===== src/rtl/rrf_alloc_ctrl.sv =====
// Rename-register-file allocation controller: hands out destination tags, tracks free entries, rolls back on flush.
// Optional stall performance counter (stall_cnt_o) is built only when RRF_ALLOC_PERF_EN is defined.
module rrf_alloc_ctrl #(
    parameter int RRF_NUM = 64,
    parameter int RRF_SEL = 6
) (
    input  logic               clk_i,
    input  logic               reset_i,
    input  logic               req_valid_i,
    input  logic [1:0]         req_num_i,
    input  logic [1:0]         com_inst_num_i,
    input  logic               flush_i,
    input  logic [RRF_SEL-1:0] flush_rrftag_i,
    output logic               grant_o,
    output logic               stall_dp_o,
    output logic [RRF_SEL-1:0] alloc_tag0_o,
    output logic [RRF_SEL-1:0] alloc_tag1_o,
    output logic [RRF_SEL:0]   freenum_o,
    output logic [RRF_SEL-1:0] rrfptr_o,
    output logic [RRF_SEL-1:0] comptr_o,
`ifdef RRF_ALLOC_PERF_EN
    output logic [31:0]        stall_cnt_o,
`endif
    output logic               nextrrfcyc_o
);

    localparam int PW = RRF_SEL;
    localparam int FW = RRF_SEL + 1;
    localparam int CW = RRF_SEL + 2;

    localparam logic [0:0] ST_RUN     = 1'b0;
    localparam logic [0:0] ST_RECOVER = 1'b1;

    logic [0:0]    state_q, state_d;
    logic [FW-1:0] freenum_q, freenum_d;
    logic [PW-1:0] rrfptr_q, rrfptr_d;
    logic [PW-1:0] comptr_q, comptr_d;
    logic          nextrrfcyc_q, nextrrfcyc_d;

    logic [CW-1:0] avail;
    logic [PW-1:0] rrfptr_inc;
    logic [PW-1:0] occupied;
    logic          grant;

    // Commits retiring this cycle free entries in time to satisfy a same-cycle request.
    always_comb begin
        avail      = CW'(freenum_q) + CW'(com_inst_num_i);
        grant      = ~reset_i & (state_q == ST_RUN) & req_valid_i & ~flush_i
                     & (CW'(req_num_i) <= avail);
        stall_dp_o = (req_valid_i & ~grant) | (state_q == ST_RECOVER) | flush_i;
    end

    assign grant_o      = grant;
    assign alloc_tag0_o = rrfptr_q;
    assign alloc_tag1_o = rrfptr_q + PW'(1);
    assign freenum_o    = freenum_q;
    assign rrfptr_o     = rrfptr_q;
    assign comptr_o     = comptr_q;
    assign nextrrfcyc_o = nextrrfcyc_q;

    always_comb begin
        comptr_d     = comptr_q + PW'(com_inst_num_i);
        rrfptr_inc   = rrfptr_q + PW'(req_num_i);
        occupied     = rrfptr_q - comptr_d;
        state_d      = state_q;
        rrfptr_d     = rrfptr_q;
        freenum_d    = freenum_q;
        nextrrfcyc_d = 1'b0;
        if (state_q == ST_RUN) begin
            if (flush_i) begin
                state_d  = ST_RECOVER;
                rrfptr_d = flush_rrftag_i;
            end else if (grant) begin
                rrfptr_d     = rrfptr_inc;
                freenum_d    = freenum_q + FW'(com_inst_num_i) - FW'(req_num_i);
                nextrrfcyc_d = (rrfptr_inc < rrfptr_q);
            end else begin
                freenum_d = freenum_q + FW'(com_inst_num_i);
            end
        end else begin
            // Free count is rebuilt from the surviving window between the pointers.
            state_d   = ST_RUN;
            freenum_d = FW'(RRF_NUM) - FW'(occupied);
        end
    end

    always_ff @(posedge clk_i or posedge reset_i) begin
        if (reset_i) begin
            state_q      <= ST_RUN;
            freenum_q    <= FW'(RRF_NUM);
            rrfptr_q     <= '0;
            comptr_q     <= '0;
            nextrrfcyc_q <= 1'b0;
        end else begin
            state_q      <= state_d;
            freenum_q    <= freenum_d;
            rrfptr_q     <= rrfptr_d;
            comptr_q     <= comptr_d;
            nextrrfcyc_q <= nextrrfcyc_d;
        end
    end

`ifdef RRF_ALLOC_PERF_EN
    logic [31:0] stall_cnt_q, stall_cnt_d;

    always_comb begin
        stall_cnt_d = stall_cnt_q;
        if (stall_dp_o && (stall_cnt_q != 32'hFFFF_FFFF)) begin
            stall_cnt_d = stall_cnt_q + 32'd1;
        end
    end

    always_ff @(posedge clk_i or posedge reset_i) begin
        if (reset_i) begin
            stall_cnt_q <= '0;
        end else begin
            stall_cnt_q <= stall_cnt_d;
        end
    end

    assign stall_cnt_o = stall_cnt_q;
`endif

endmodule


===== config.mk =====
export PLATFORM = sky130hd
export DESIGN_NAME = rrf_alloc_ctrl
export DESIGN_NICKNAME = d
export VERILOG_FILES = /design/src/rtl/rrf_alloc_ctrl.sv
export SDC_FILE = /design/constraint.sdc
export NUM_CORES = 1
export LEC_CHECK = 0
export ABC_AREA = 1
export BUFFER_PORTS_ARGS = -buffer_cell sky130_fd_sc_hd__buf_2
export CAP_MARGIN = 20
export CORE_ASPECT_RATIO = 0.7
export CORE_MARGIN = 4
export CORE_UTILIZATION = 45
export CTS_CLUSTER_DIAMETER = 80
export DETAILED_ROUTE_END_ITERATION = 8
export GPL_TIMING_DRIVEN = 0
export PLACE_DENSITY = 0.68
export SETUP_SLACK_MARGIN = 0.5
export SKIP_LAST_GASP = 1
export SLEW_MARGIN = 20
export SYNTH_ARGS = -nofsm -noshare
export SYNTH_HDL_FRONTEND = slang
export SYNTH_SLANG_ARGS = --single-unit

===== constraint.sdc =====
create_clock -name clk_i -period 4.2 [get_ports clk_i]
set_input_delay 0.63 -clock clk_i [delete_from_list [all_inputs] [get_ports clk_i]]
set_output_delay 0.63 -clock clk_i [all_outputs]
set_load 0.1 [all_outputs]

== After elaboration in Yosys (flattened, before gate mapping) ==
Cells that the tools add are included.
Word-level totals
  bits in registers: 21
  input port bits: 14
  output and inout port bits: 34
Cells by class
  add/subtract/negate cells: 8
  $lt $le $gt $ge: 2
  equality and inequality tests: 1
  multiplexer cells: 10
  bitwise gates (word level): 11
  reduce and logical (&&, ||, !) cells: 2
Operator list (number)
  7-bit two-way mux: 3
  6-bit by 2-bit adder with 6-bit output: 2
  6-bit two-way mux: 2
  7-bit by 2-bit adder with 8-bit output: 1
  2-bit by 8-bit less-or-equal comparator with 1-bit output: 1
  7-bit by 2-bit adder with 7-bit output: 1
  7-bit by 2-bit subtractor with 7-bit output: 1
  7-bit by 6-bit subtractor with 7-bit output (first input constant): 1
  6-bit by 1-bit adder with 6-bit output (second input constant): 1
  6-bit less-than comparator: 1
  6-bit subtractor: 1
  1-bit bitwise AND: 5
  1-bit two-way mux: 5
  1-bit inverter: 4
  2-bit by 1-bit inequality test with 1-bit output (second input constant): 1
  1-bit OR: 2
  2-bit AND reduction: 1
  2-bit nonzero test: 1

== Logic depth before layout (Yosys ltp) ==
  depth after elaboration: 9
  mapped depth: 18

== Worst setup path after synthesis ==
Ideal clock, no wire load.
  path kind: flip-flop to output port
  from: register rrfptr_q[0] (netlist: alloc_tag0_o[0])
  to: output alloc_tag1_o[5]
  data arrival time: 3.704 ns
  required time: 3.570 ns
  slack: -0.134 ns
  cell stages (with the launch flop): 5
  buffers on the path: 0
  cell sequence: dfrtp_1 inv_1 nor3_1 nand3_1 xor2_1
Between the ends
  word-level cells in the longest chain between the ends: 1
Ends and longest elaborated chain
  from (decl): line 36  | logic [PW-1:0] rrfptr_q, rrfptr_d;
  from (signal assigned): line 97  | rrfptr_q <= rrfptr_d;
  6-bit by 1-bit adder with 6-bit output: line 55  | assign alloc_tag1_o = rrfptr_q + PW'(1);
  to (decl): line 17  | output logic [RRF_SEL-1:0] alloc_tag1_o,
No other way between the ends.

== Worst setup path in the final report ==
  from: input com_inst_num_i[0]
  to: output grant_o
Between the ends
  word-level cells in the longest chain between the ends: 3
Ends and longest elaborated chain
  from (decl): line 11  | input logic [1:0] com_inst_num_i,
  7-bit by 2-bit adder with 8-bit output: line 47  | avail = CW'(freenum_q) + CW'(com_inst_num_i);
  2-bit by 8-bit less-or-equal comparator with 1-bit output: line 49  | & (CW'(req_num_i) <= avail);
  1-bit bitwise AND: line 49
  to (decl): line 14  | output logic grant_o,
No other way between the ends.

==> metrics.log <==
[metrics] per-cell routed wire length: 12.67 um
[metrics] mux share of post-synthesis cell area: 0%
[metrics] insertion delay of the later-clocked pin in the worst-skew pair: 0.27 ns
[metrics] cells traversed along the worst timing path: buf_2 > ha_1 > fa_2 > ha_1 > inv_1 > nor2_1 > o22ai_1 > inv_1 > nand3_1 > nor2_1 > nand2_1 > nand2_2 > inv_1 > clkbuf_4
[metrics] combinational family with the most area after synthesis: simple AND/OR/NAND/NOR gates
[metrics] final-stage net count: 406
[metrics] first drt pass iteration count: 4
[metrics] initial core utilization: 47.84%
[metrics] clk root buf: clkbuf_8
[metrics] fin crit period: 3.529 ns
[metrics] post-synthesis share of cell area spent on full adders, half adders and majority gates: 14.68%
[metrics] RSZ-0062 raised after global routing: no
[metrics] Die Y: 65.57 um
[metrics] endpoint of the worst hold path: freenum_o[6]$_DFFE_PP1N_
[metrics] cell area after synthesis: 2131 um2
[metrics] count of state elements after synthesis: 21
[metrics] clock tree from TritonCTS: yes
[metrics] Worst Hold Launch: freenum_o[6]$_DFFE_PP1N_
[metrics] DRC viols: 0
[metrics] crit start category: primary input
[metrics] number of design-rule violations left by the first detailed-router iteration: 105
[metrics] fraction of post-synthesis cell area in the top cell type by area: 23.49%
[metrics] setup skew after layout: 0.01013 ns
[metrics] register area share after synthesis: 24.72%
[metrics] critical path fanouts, max: 4
[metrics] run status: finished, final reports clean
[metrics] most used standard cell by instance count after synthesis: nand2_1
[metrics] sinks on the clock net: 21
[metrics] number of clock buffers inserted by TritonCTS: 3
[metrics] number of diodes added for antenna fixing: 0
[metrics] max capacitance violation total: 0
[metrics] slew at the pin closest to its max-slew limit: 0.8947 ns
[metrics] cell occurring most often along the worst timing path: inv_1
[metrics] Post-Syn Nets: 354
[metrics] hpwl dp: 4.436 mm
[metrics] Fin. Hold Viols: 0
[metrics] via total after detailed routing: 2152
[metrics] cell count after synthesis: 318
[metrics] master of the slowest instance on the critical path: fa_2
[metrics] clock transition at the registers of the reported paths: 0.09 ns
[metrics] multi-input combinational cell area: 1360 um2
[metrics] fraction of synthesized cell area in xor and xnor cells: 3.641%
[metrics] peak per-stage delay on the critical path: 0.60 ns
[metrics] Placer Congestion: 0.8314
[metrics] residual antenna-violating net count after detailed routing: 0
[metrics] worst r2r src: freenum_o[0]$_DFFE_PP0N_
[metrics] Final setup viols: 0
[metrics] cell family with the largest share of critical-path delay: adder cells
[metrics] fraction of layout cells with a size suffix above 1: 20.87%
[metrics] number of port buffers: 47
[metrics] width of the die: 90.25 um
[metrics] per-cell via count in the routed design: 5.075
[metrics] antenna violations before repair: 0
[metrics] data required time at the worst endpoint: 3.57 ns
[metrics] GRT Overall Usage: 18.76%
[metrics] Critical Path End Type: output port
[metrics] H-tree depth: 1
[metrics] path depth of the worst reg2reg path: 15
[metrics] largest net degree at the start of global routing: 23
[metrics] period utilization: 84.01%
[metrics] Top-Level Pins: 48
[metrics] most instantiated flip-flop cell in the synthesis netlist: dfrtp_1
[metrics] number of global-route vias before repair: 1933
[metrics] global-route wire length before repair: 9.128 mm
[metrics] FILL cells: 456
[metrics] fin. max-slew vios: 0
[metrics] die area: 5917 um2
[metrics] share of synthesized cell area in and, or, nand and nor gates: 34.12%
[metrics] arrival time at the worst endpoint: 2.90 ns
[metrics] Worst Path Buf+Inv: 5
[metrics] f_max: 283.4 MHz
[metrics] post-synth cell types: 34
[metrics] FFs w/ async S/R, synth: 100.0%
[metrics] Std-Cell Rows: 20
[metrics] floorplan core area: 4454 um2
[metrics] crit path kind: primary input to output port
[metrics] Compound-Gate Fraction of Synth Area: 10.04%
[metrics] average cell area after synthesis: 6.701 um2
[metrics] worst max-slew margin expressed relative to the limit: 40.29%
[metrics] warnings from Yosys: 0
[metrics] top post-synthesis cells by count: nand2_1, inv_1, nor2_1
[metrics] CTS Buffer Depth: 2
[metrics] Setup Total Neg Slack: 0 ns
[metrics] EDFF count, synth: 0
[metrics] r2r endpoint: freenum_o[3]$_DFFE_PP0N_
[metrics] worst hold path cell count: 2
[metrics] remaining global-route overflow: 0
[metrics] count of buffers added by post-CTS timing repair for setup: 0
[metrics] DRT Wirelength: 5.373 mm
[metrics] Yosys top cell by area: dfrtp_1
[metrics] area grow syn2layout: 18.50%
[metrics] classification of the worst-slack hold path: flip-flop to flip-flop
[metrics] area taken by flip-flops and latches: 529.3 um2
[metrics] slack of the worst reg-to-reg path: 1.50 ns
[metrics] largest cells by area after synthesis: dfrtp_1, nand2_1, ha_1, inv_1, nand3_1
## how the worst max path moves through the flow
stage                                           start         endpoint  slack [ns]  cells past startpoint
after floorplan           alloc_tag0_o[0]$_DFFE_PP0P_  alloc_tag1_o[3]        0.47                      3
after global placement              com_inst_num_i[0]       stall_dp_o        0.48                     16
after detailed placement            com_inst_num_i[0]       stall_dp_o        0.45                     16
after CTS                           com_inst_num_i[0]          grant_o        0.55                     14
after global routing                com_inst_num_i[0]       stall_dp_o        0.51                     15
final                               com_inst_num_i[0]          grant_o        0.67                     14
## cells in the final DEF (no fill, tap or decap), types with 2 or more instances in the layout
cell and count:
a31oi_1 5, buf_6 3, nor2_1 35, nand2_1 90, buf_2 46, xor2_1 4, nand3_1 29, fa_1 4
buf_4 6, xor2_2 2, inv_1 49, clkbuf_8 3, o211ai_1 3, dfrtp_2 2, ha_1 17, o21ai_0 12
dfrtp_1 18, nand4_1 5, nor3_1 3, a21oi_1 6, nand3_2 2, nand3b_1 2, o21ai_1 3, nand2_2 3
## through the flow
stage / setup slack [ns] / area (um2) / hold WS (ns) / instances / utilization, %
2_1_floorplan: 0.4692 / 2160 / 0.5775 / 318 / -
5_1_grt: 0.5051 / 2525 / 0.5090 / 424 / 56.69
3_3_place_gp: 0.4811 / 2464 / 0.4673 / 420 / 55.31
3_5_place_dp: 0.4496 / 2464 / 0.4703 / 420 / 55.31
6_report: 0.6715 / 2525 / 0.4819 / 424 / 56.69
4_1_cts: 0.5539 / 2512 / 0.4828 / 424 / 56.40
## metal layers
layer  vias to the layer above  wire [um]  global-route usage (%)
li1                       1113          -                       -
met1                       990       2879                   28.04
met2                        46       2276                   29.49
met3                         3        207                   2.517
met4                         0         10                   2.481
met5                         -          0                       0
## worst register-to-register path, delay by kind of cell, from the launching register on
| family | cells | cell delay (ns) |
|---|---|---|
| AO/OA/AOI/OAI | 3 | 0.40 |
| adder cells (fa/ha/maj) | 3 | 1.06 |
| flip-flops | 1 | 0.42 |
| buffers and inverters | 3 | 0.33 |
| AND/OR/NAND/NOR | 6 | 0.46 |
## layout make-up
| class | count | share of cell area (%) |
|---|---|---|
| Clock buffer | 3 | 1.635 |
| Timing Repair Buffer | 47 | 9.812 |
| Clock inverter | 1 | 0.1982 |
| Sequential cell | 21 | 20.96 |
| Multi-Input combinational cell | 237 | 53.87 |
| Buffer | 11 | 3.518 |
| Tap cell | 55 | 2.725 |
| Inverter | 49 | 7.284 |
## sequential cells by signal (all words and copies together) (netlist names)
register      count
freenum_o         7
alloc_tag0_o      6
comptr_o          6
nextrrfcyc_o      1
state_q           1
## what timing repair did
action / in CTS / in global routing
pin swaps: 0 / 0
hold buffers: 0 / 0
gates resized for setup: 1 / 4
endpoints found under the setup margin: 1 / 2
## kinds of logic (layout without fill, tap and decap cells)
kind of cell    Yosys count  count (layout)
compound gates           36              36
xor+xnor                  8               8
fa+ha+maj                22              22
buf+inv                  60             111
flops                    21              21
simple gates            171             171
Power is not shown: default switching activity piles up to over one toggle a cycle in this logic, so the estimate is an artifact.
